`src/rtl/ps2_text_cursor.sv`:
```
// rtl/ps2_text_cursor.sv - PS/2 ASCII text-entry cursor and character-buffer writer
//
// Purpose:
//   Consumes one ASCII code per rx_data_ready/rx_read handshake from
//   ps2_keyboard. Printable codes go to the character buffer write port.
//   Backspace, carriage return and ESC (clear screen) are also handled.
//   The cursor is tracked as a character cell, and its pixel origin is
//   driven to VGA_Pattern.
//
// Ports:
//   clk            in   system clock (CLOCK_50)
//   reset          in   asynchronous, active-high reset
//   rx_ascii       in   [7:0] ASCII code from ps2_keyboard
//   rx_data_ready  in   level, high while a code is pending
//   rx_read        out  one-cycle acknowledge of rx_ascii
//   wr_en          out  character-buffer write strobe
//   wr_addr        out  [ADDR_W-1:0] buffer address, row*COLS + col
//   wr_data        out  [7:0] character to write
//   cur_col        out  [3:0] cursor column
//   cur_row        out  [3:0] cursor row
//   cur_x          out  [9:0] cur_col*CELL_W
//   cur_y          out  [9:0] cur_row*CELL_H
//   busy           out  high while executing a code or clearing the screen
//   cursor_vis     out  cursor visibility
//
// Configuration:
//   PS2_TEXT_CURSOR_BLINK_EN  when defined, cursor_vis toggles every
//                             BLINK_DIV cycles and restarts visible on
//                             every cursor move; otherwise it is tied to 1.

module ps2_text_cursor #(
   parameter int COLS      = 16,
   parameter int ROWS      = 12,
   parameter int CELL_W    = 40,
   parameter int CELL_H    = 40,
   parameter int ADDR_W    = 8,
   parameter int BLINK_DIV = 12500000
) (
   input  logic              clk,
   input  logic              reset,
   input  logic [7:0]        rx_ascii,
   input  logic              rx_data_ready,
   output logic              rx_read,
   output logic              wr_en,
   output logic [ADDR_W-1:0] wr_addr,
   output logic [7:0]        wr_data,
   output logic [3:0]        cur_col,
   output logic [3:0]        cur_row,
   output logic [9:0]        cur_x,
   output logic [9:0]        cur_y,
   output logic              busy,
   output logic              cursor_vis
);

   localparam logic [7:0]      ASCII_BS    = 8'h08;
   localparam logic [7:0]      ASCII_CR    = 8'h0D;
   localparam logic [7:0]      ASCII_ESC   = 8'h1B;
   localparam logic [7:0]      ASCII_SPACE = 8'h20;
   localparam logic [3:0]      LAST_COL    = 4'(COLS - 1);
   localparam logic [3:0]      LAST_ROW    = 4'(ROWS - 1);
   localparam logic [ADDR_W:0] CELLS       = (ADDR_W + 1)'(COLS * ROWS);
   localparam logic [ADDR_W:0] CNT_ONE     = (ADDR_W + 1)'(1);

   if (BLINK_DIV < 1 || (2 ** ADDR_W) < COLS * ROWS) begin : g_param_check
      $error("ps2_text_cursor: BLINK_DIV must be >= 1 and 2**ADDR_W >= COLS*ROWS");
   end

   typedef enum logic [1:0] {
      IDLE,
      EXEC,
      CLEAR
   } state_t;

   state_t            state;
   logic              armed;
   logic [7:0]        char_q;
   // One extra bit so the counter can reach COLS*ROWS, which marks that
   // the last write has already been presented on the port.
   logic [ADDR_W:0]   clr_cnt;

   logic              printable;
   logic              clr_done;
   logic [3:0]        row_inc;
   logic [3:0]        nxt_col;
   logic [3:0]        nxt_row;

   function automatic logic [ADDR_W-1:0] cell_addr(input logic [3:0] r, input logic [3:0] c);
      return ADDR_W'(32'(r) * COLS + 32'(c));
   endfunction

   assign printable = (char_q >= 8'h20) && (char_q <= 8'h7E);
   assign clr_done  = (clr_cnt == CELLS);

   // Cursor position after the current edge; cur_x/cur_y are derived from
   // this so they change on the same edge as cur_col/cur_row.
   always_comb begin
      nxt_col = cur_col;
      nxt_row = cur_row;
      row_inc = (cur_row == LAST_ROW) ? 4'd0 : cur_row + 4'd1;
      if (state == EXEC) begin
         if (printable) begin
            if (cur_col == LAST_COL) begin
               nxt_col = 4'd0;
               nxt_row = row_inc;
            end else begin
               nxt_col = cur_col + 4'd1;
            end
         end else if (char_q == ASCII_BS) begin
            // Backspace at the home cell stays put.
            if (cur_col != 4'd0) begin
               nxt_col = cur_col - 4'd1;
            end else if (cur_row != 4'd0) begin
               nxt_col = LAST_COL;
               nxt_row = cur_row - 4'd1;
            end
         end else if (char_q == ASCII_CR) begin
            nxt_col = 4'd0;
            nxt_row = row_inc;
         end
      end else if (state == CLEAR && clr_done) begin
         nxt_col = 4'd0;
         nxt_row = 4'd0;
      end
   end

   always_ff @(posedge clk or posedge reset) begin
      if (reset) begin
         state   <= IDLE;
         armed   <= 1'b1;
         char_q  <= 8'h00;
         clr_cnt <= '0;
         rx_read <= 1'b0;
         wr_en   <= 1'b0;
         wr_addr <= '0;
         wr_data <= 8'h00;
         cur_col <= 4'd0;
         cur_row <= 4'd0;
         cur_x   <= 10'd0;
         cur_y   <= 10'd0;
         busy    <= 1'b0;
      end else begin
         // A held level is accepted once; the keyboard must drop ready
         // before the next code can be taken.
         if (!rx_data_ready) begin
            armed <= 1'b1;
         end

         cur_col <= nxt_col;
         cur_row <= nxt_row;
         cur_x   <= 10'(32'(nxt_col) * CELL_W);
         cur_y   <= 10'(32'(nxt_row) * CELL_H);

         case (state)
            IDLE: begin
               wr_en <= 1'b0;
               if (armed && rx_data_ready) begin
                  char_q  <= rx_ascii;
                  rx_read <= 1'b1;
                  armed   <= 1'b0;
                  busy    <= 1'b1;
                  state   <= EXEC;
               end
            end

            EXEC: begin
               rx_read <= 1'b0;
               wr_en   <= 1'b0;
               if (printable) begin
                  wr_en   <= 1'b1;
                  wr_addr <= cell_addr(cur_row, cur_col);
                  wr_data <= char_q;
               end else if (char_q == ASCII_BS) begin
                  wr_en   <= 1'b1;
                  wr_addr <= cell_addr(nxt_row, nxt_col);
                  wr_data <= ASCII_SPACE;
               end
               if (char_q == ASCII_ESC) begin
                  clr_cnt <= '0;
                  state   <= CLEAR;
               end else begin
                  busy  <= 1'b0;
                  state <= IDLE;
               end
            end

            CLEAR: begin
               // Stay in CLEAR one cycle past the last write so every
               // write is presented while busy is still high.
               if (clr_done) begin
                  wr_en <= 1'b0;
                  busy  <= 1'b0;
                  state <= IDLE;
               end else begin
                  wr_en   <= 1'b1;
                  wr_addr <= clr_cnt[ADDR_W-1:0];
                  wr_data <= ASCII_SPACE;
                  clr_cnt <= clr_cnt + CNT_ONE;
               end
            end

            default: begin
               state <= IDLE;
            end
         endcase
      end
   end

`ifdef PS2_TEXT_CURSOR_BLINK_EN
   localparam int                CNT_W      = $clog2(BLINK_DIV + 1);
   localparam logic [CNT_W-1:0]  BLINK_LAST = CNT_W'(BLINK_DIV - 1);

   logic             moved;
   logic [CNT_W-1:0] blink_cnt;

   assign moved = (nxt_col != cur_col) || (nxt_row != cur_row);

   always_ff @(posedge clk or posedge reset) begin
      if (reset) begin
         blink_cnt  <= '0;
         cursor_vis <= 1'b1;
      end else if (moved) begin
         blink_cnt  <= '0;
         cursor_vis <= 1'b1;
      end else if (blink_cnt == BLINK_LAST) begin
         blink_cnt  <= '0;
         cursor_vis <= ~cursor_vis;
      end else begin
         blink_cnt <= blink_cnt + CNT_W'(1);
      end
   end
`else
   assign cursor_vis = 1'b1;
`endif

endmodule

```
`config.mk`:
```
export PLATFORM = sky130hd
export DESIGN_NAME = ps2_text_cursor
export DESIGN_NICKNAME = d
export VERILOG_FILES = /design/src/rtl/ps2_text_cursor.sv
export SDC_FILE = /design/constraint.sdc
export NUM_CORES = 1
export LEC_CHECK = 0
export BUFFER_PORTS_ARGS = -buffer_cell sky130_fd_sc_hd__buf_2
export CORE_MARGIN = 3
export CORE_UTILIZATION = 61
export DETAILED_ROUTE_END_ITERATION = 6
export PLACE_DENSITY_LB_ADDON = 0.05
export RECOVER_POWER = 25
export SLEW_MARGIN = 20
export SYNTH_ARGS = -nofsm -noshare
export SYNTH_HDL_FRONTEND = slang
export SYNTH_SLANG_ARGS = --single-unit
```
`constraint.sdc`:
```
create_clock -name clk -period 9.65 [get_ports clk]
set_clock_uncertainty 0.05 [all_clocks]
set_input_delay 0.4825 -clock clk [delete_from_list [all_inputs] [get_ports clk]]
set_output_delay 0.4825 -clock clk [all_outputs]
set_load 0.05 [all_outputs]
```
Word level (Yosys, flattened, before mapping)
Index checks and enable logic that the tools add are counted.

word-level totals
  register bits = 61
  input port bits = 11
  output and inout port bits = 48
  logic and storage cells = 97

cells by class
  add/sub/neg operators = 7
  multiply operators = 2
  order comparisons = 2
  equality and inequality tests = 14
  multiplexer cells = 44
  reduce and logical (&&, ||, !) cells = 15

operators with widths
  cell                 number
  $mux 4               17
  $mux 8               6
  $pmux 8 s2           2
  $mux 9               2
  $pmux 9 s2           1
  $add 8x4->8          2
  $eq 8x4->1 const B   2
  $mul 4x3->7 const B  2
  $add 9x1->9 const B  1
  $eq 9x8->1 const B   1
  $mux 1               9
  $add 4x1->4 const B  2
  $eq 4x4->1 const B   2
  $eq 8x5->1 const B   1
  $ge 8x6->1 const B   1
  $le 8x7->1 const B   1
  $ne 2x2->1 const B   4
  $reduce_bool 4->1    2
  $sub 4x1->4 const B  2
  $mux 2               3
  $pmux 1 s3           2
  $pmux 2 s3           1
  $reduce_and 2->1     3
  $reduce_and 3->1     2
  10 further kinds     13

Depth between registers and ports, before layout
  word-level depth = 10
  mapped depth = 15
  mapped depth without buffers = 13

Least setup slack after synthesis
No wires, ideal clock.

  kind = register -> register
  start point = register cur_col[0]
  end point = register cur_x[8]
  setup time = 0.099 ns
  arrival time = 3.881 ns
  data required time = 9.501 ns
  path slack = 5.619 ns
  cell stages (with the launch flop) = 15
  cells stage by stage = dfrtp_1 clkbuf_1 inv_1 ha_1 nor3b_1 a2111oi_0 and3_1 or3_1 a22o_1 ha_1 ha_1 fa_1 inv_1 o221ai_1 a311oi_1

on the way
  longest elaborated chain between the ends = 6

ends and longest elaborated chain
  element                                                  line      RTL
  from (decl)                                              47        output logic [3:0] cur_col,
  from (signal assigned)                                   148       cur_col <= nxt_col;
  $sub 4x1->4 / $reduce_bool 4->1 (equally long branches)  111, 110
  $mux 4                                                   110       if (cur_col != 4'd0) begin
  $mux 4                                                   108       end else if (char_q == ASCII_BS) begin
  $mux 4 *                                                 101       if (printable) begin
  $mux 4 *                                                 100       if (state == EXEC) begin
  net nxt_col[2]                                           84        logic [3:0] nxt_col;
  $mul 4x3->7 *                                            150       cur_x <= 10'(32'(nxt_col) * CELL_W);
  to (signal assigned)                                     150
  to (decl)                                                49        output logic [9:0] cur_x,

The timed path passes the listed nets; every way through them passes the cells marked *.
A chain may end at the register's enable or synchronous reset.

Worst setup path after layout
Ends and elaborated chain as after synthesis.

==> summary.txt <==
====================================================================================
Initial cell density of the core                                               0.646
Insertion delay to the later sink of the worst-skew pair                      340 ps
Critical path peak fanout                                                         11
Critical path startpoint category                                          flip-flop
Final WL                                                                     9.17 mm
# diodes                                                                           0
DIE AREA                                                                    6940 um2
DPL Wire Length                                                              6.56 mm
Congestion Overflow GR                                                             0
Cell seen most often among critical-path stages                         sky130_fd_sc_hd__ha_1
Post-Route Setup TNS                                                            0 ps
Via-per-instance ratio                                                          6.43
Die width                                                                    83.3 um
Core region area                                                            5640 um2
Count of pins on the block boundary                                               59
Pins Over Slew Limit                                                              58
Slowest stage delay, CP                                                       620 ps
Wire length of the first global-routing pass                                 15.2 mm
Primary flip-flop cell chosen by synthesis mapping                      sky130_fd_sc_hd__dfrtp_1
Post-CTS sizing                                                                    0
Syn_area_per_cell                                                           9.27 um2
RD Place Congestion                                                            0.943
Violated checks                                                         capacitance limit, slew limit
Time the final worst path needs with I/O delays and setup                    4320 ps
Most common library cell in the layout ignoring fill and taps           sky130_fd_sc_hd__dfrtp_1
Relative max-transition margin                                                -0.961
All-layer global routing usage                                                 0.270
Hold-fix buffers at CTS                                                            0
Maximum capacitance violations                                                     1
Post-detailed-route DRC marker count                                               0
Routed wirelength normalized by instance count                               18.2 um
Total of buffers placed on input and output ports                                 51
Unrepaired setup endpoints after global routing                                false
Synthesis-stage register bit count                                                57
Count of final setup violators                                                     0
R2r setup slk                                                                5330 ps
Cells along the critical path                                           inv_1, ha_1, nor3b_1, a2111oi_0, and3_1, or3_1, a22o_1, ha_1, ha_1, fa_1, inv_1, o221ai_1, a311oi_1
Via count of the first global-routing pass                                     3,134
Site Rows                                                                         27
Count of buffering cells on the critical path with inverters included              2
Slowest library cell on the worst path                                  sky130_fd_sc_hd__nor3b_1
Cell class contributing the biggest share of worst-path delay           simple AND/OR/NAND/NOR gates
Required @ worst endpoint                                                    9840 ps
Count of different cell masters after synthesis                                   69
Result of the run                                                       finished with violations
Top achievable clock speed                                                   231 MHz
Vias after detailed routing                                                    3,247
Post-synth ARST share                                                           1.00
CTS sink cnt                                                                      57
Worst Setup Path Type                                                   flip-flop to flip-flop
Yosys warning total                                                                0
Clock root buffer master                                                sky130_fd_sc_hd__clkbuf_8
Max Root-Sink Buffers                                                              2
Height of the die                                                            83.3 um
Worst Path Arrival                                                           4510 ps
Number of hold violations in the final report                                      0
Share of post-route cells with drive strength above 1                          0.210
Worst Max-Slew Pin Slew                                                      2940 ps
Endpoint class of the critical path                                        flip-flop
Initial antenna violation count                                                    0
Nets                                                                             459
Total number of H-tree levels                                                      3
EDFF count, synth                                                                  0
Type of the tightest min-delay check                                    input pin to flip-flop
CTS tree                                                                        done
Synthesized instance count                                                       393
Number of buffers created by CTS                                                   9
Sequential cell area fraction in the yosys report                              0.392
CTS clock-pin slew for the worst setup and hold paths                          70 ps
Commonest cells after routing, fill and taps aside                      sky130_fd_sc_hd__dfrtp_1 (56), sky130_fd_sc_hd__buf_2 (51), sky130_fd_sc_hd__nand2_1 (39)
Antenna-violating nets left                                                        0
Layout Area Growth over Synthesis                                              11.1%
Final cycle utilization of the critical path                                   0.448
Synthesized cell area                                                       3640 um2
Detailed Route Iter0 Violations                                                  403
First-pass DRT Iterations                                                          5
Largest net degree at the start of global routing                                 58
Post-CTS Setup Bufs                                                                0
====================================================================================
-- through the flow --
stage          std cells  worst slack [ps]  hold slack [ps]  utilization  area [um2]
6_report             505              5330              273        0.718        4050
5_1_grt              505              5030              302        0.718        4050
4_1_cts              505              5400              269        0.718        4050
3_5_place_dp         489              5430              416        0.681        3840
3_3_place_gp         489              5660              405        0.681        3840
2_1_floorplan        398              5620              391            -        3660
-- area by class of cell --
cell class / instances / area, um2
clock inverter: 7 / 85.1
fill: 443 / 1590
clock buffer: 9 / 124
inverter: 21 / 78.8
timing repair buffer: 55 / 282
multi-input combinational: 284 / 1960
tap: 72 / 90.1
sequential: 57 / 1430
-- synthesized netlist by cell type, types with 3 or more instances --
master,count,area share
sky130_fd_sc_hd__nor3_1,8,0.011
sky130_fd_sc_hd__o22ai_1,3,0.0052
sky130_fd_sc_hd__nand4_1,11,0.019
sky130_fd_sc_hd__o21ba_2,3,0.0082
sky130_fd_sc_hd__and3_1,7,0.012
sky130_fd_sc_hd__a41oi_1,4,0.0096
sky130_fd_sc_hd__or2_2,3,0.0052
sky130_fd_sc_hd__a21o_1,3,0.0062
sky130_fd_sc_hd__nand2_1,39,0.040
sky130_fd_sc_hd__nor4b_1,4,0.0096
sky130_fd_sc_hd__buf_4,11,0.023
sky130_fd_sc_hd__clkbuf_1,20,0.021
sky130_fd_sc_hd__o21a_1,4,0.0082
sky130_fd_sc_hd__a31oi_1,11,0.019
sky130_fd_sc_hd__o211ai_1,4,0.0082
sky130_fd_sc_hd__a21oi_1,12,0.016
sky130_fd_sc_hd__ha_1,18,0.062
sky130_fd_sc_hd__inv_1,21,0.022
sky130_fd_sc_hd__o21ai_0,26,0.036
sky130_fd_sc_hd__o31ai_1,9,0.019
sky130_fd_sc_hd__dfrtp_1,56,0.38
sky130_fd_sc_hd__mux2i_1,6,0.016
sky130_fd_sc_hd__or3_1,3,0.0052
sky130_fd_sc_hd__a311oi_1,3,0.0072
sky130_fd_sc_hd__nor2_1,18,0.019
sky130_fd_sc_hd__nand3_1,11,0.015
sky130_fd_sc_hd__mux2_2,10,0.031
sky130_fd_sc_hd__a32oi_1,4,0.0096
sky130_fd_sc_hd__o21ai_1,3,0.0041
sky130_fd_sc_hd__o41ai_1,4,0.0096
-- worst paths after layout --
check | startpoint | to | depth (start not counted)
setup / recovery | cur_col[0] | cur_x[8] | 13
hold / removal | rx_data_ready | armed | 2
setup reg to reg | cur_col[0] | cur_x[8] | 13
hold reg to reg | wr_data[6] | wr_data[6] | 2
max in group asynchronous | reset | cur_row[0] | 3
min in group asynchronous | reset | cur_x[9] | 3
-- state kept, by name, indices dropped and copies added, names as in the netlist --
register	flops
state	2
wr_addr	8
wr_en	1
rx_read	1
cur_row	4
armed	1
wr_data	8
cur_x	5
busy	1
char_q	8
clr_cnt	9
cur_col	4
cur_y	5
-- layer usage --
metal  global-route usage  part of all wire  wire length [um]
met2                0.406              0.43              3930
met5                    0                 0                 0
met4                0.153             0.039               359
met3               0.0585             0.094               860
met1                0.361              0.44              4020
-- kinds of logic (layout without fill, tap and decap cells) --
family | after synthesis | in the layout | synth area share
and+or+nand+nor | 118 | 118 | 0.167
other | 2 | 7 | 0.00206
adders and majority gates | 20 | 20 | 0.0728
muxes | 17 | 17 | 0.0515
buffers and inverters | 57 | 92 | 0.0749
xor gates and xnor gates | 4 | 4 | 0.00962
DFF | 57 | 57 | 0.392
AOI/OAI and AO/OA | 118 | 118 | 0.231
Power is not shown: default switching activity piles up to over one toggle a cycle in this logic, so the estimate is an artifact.
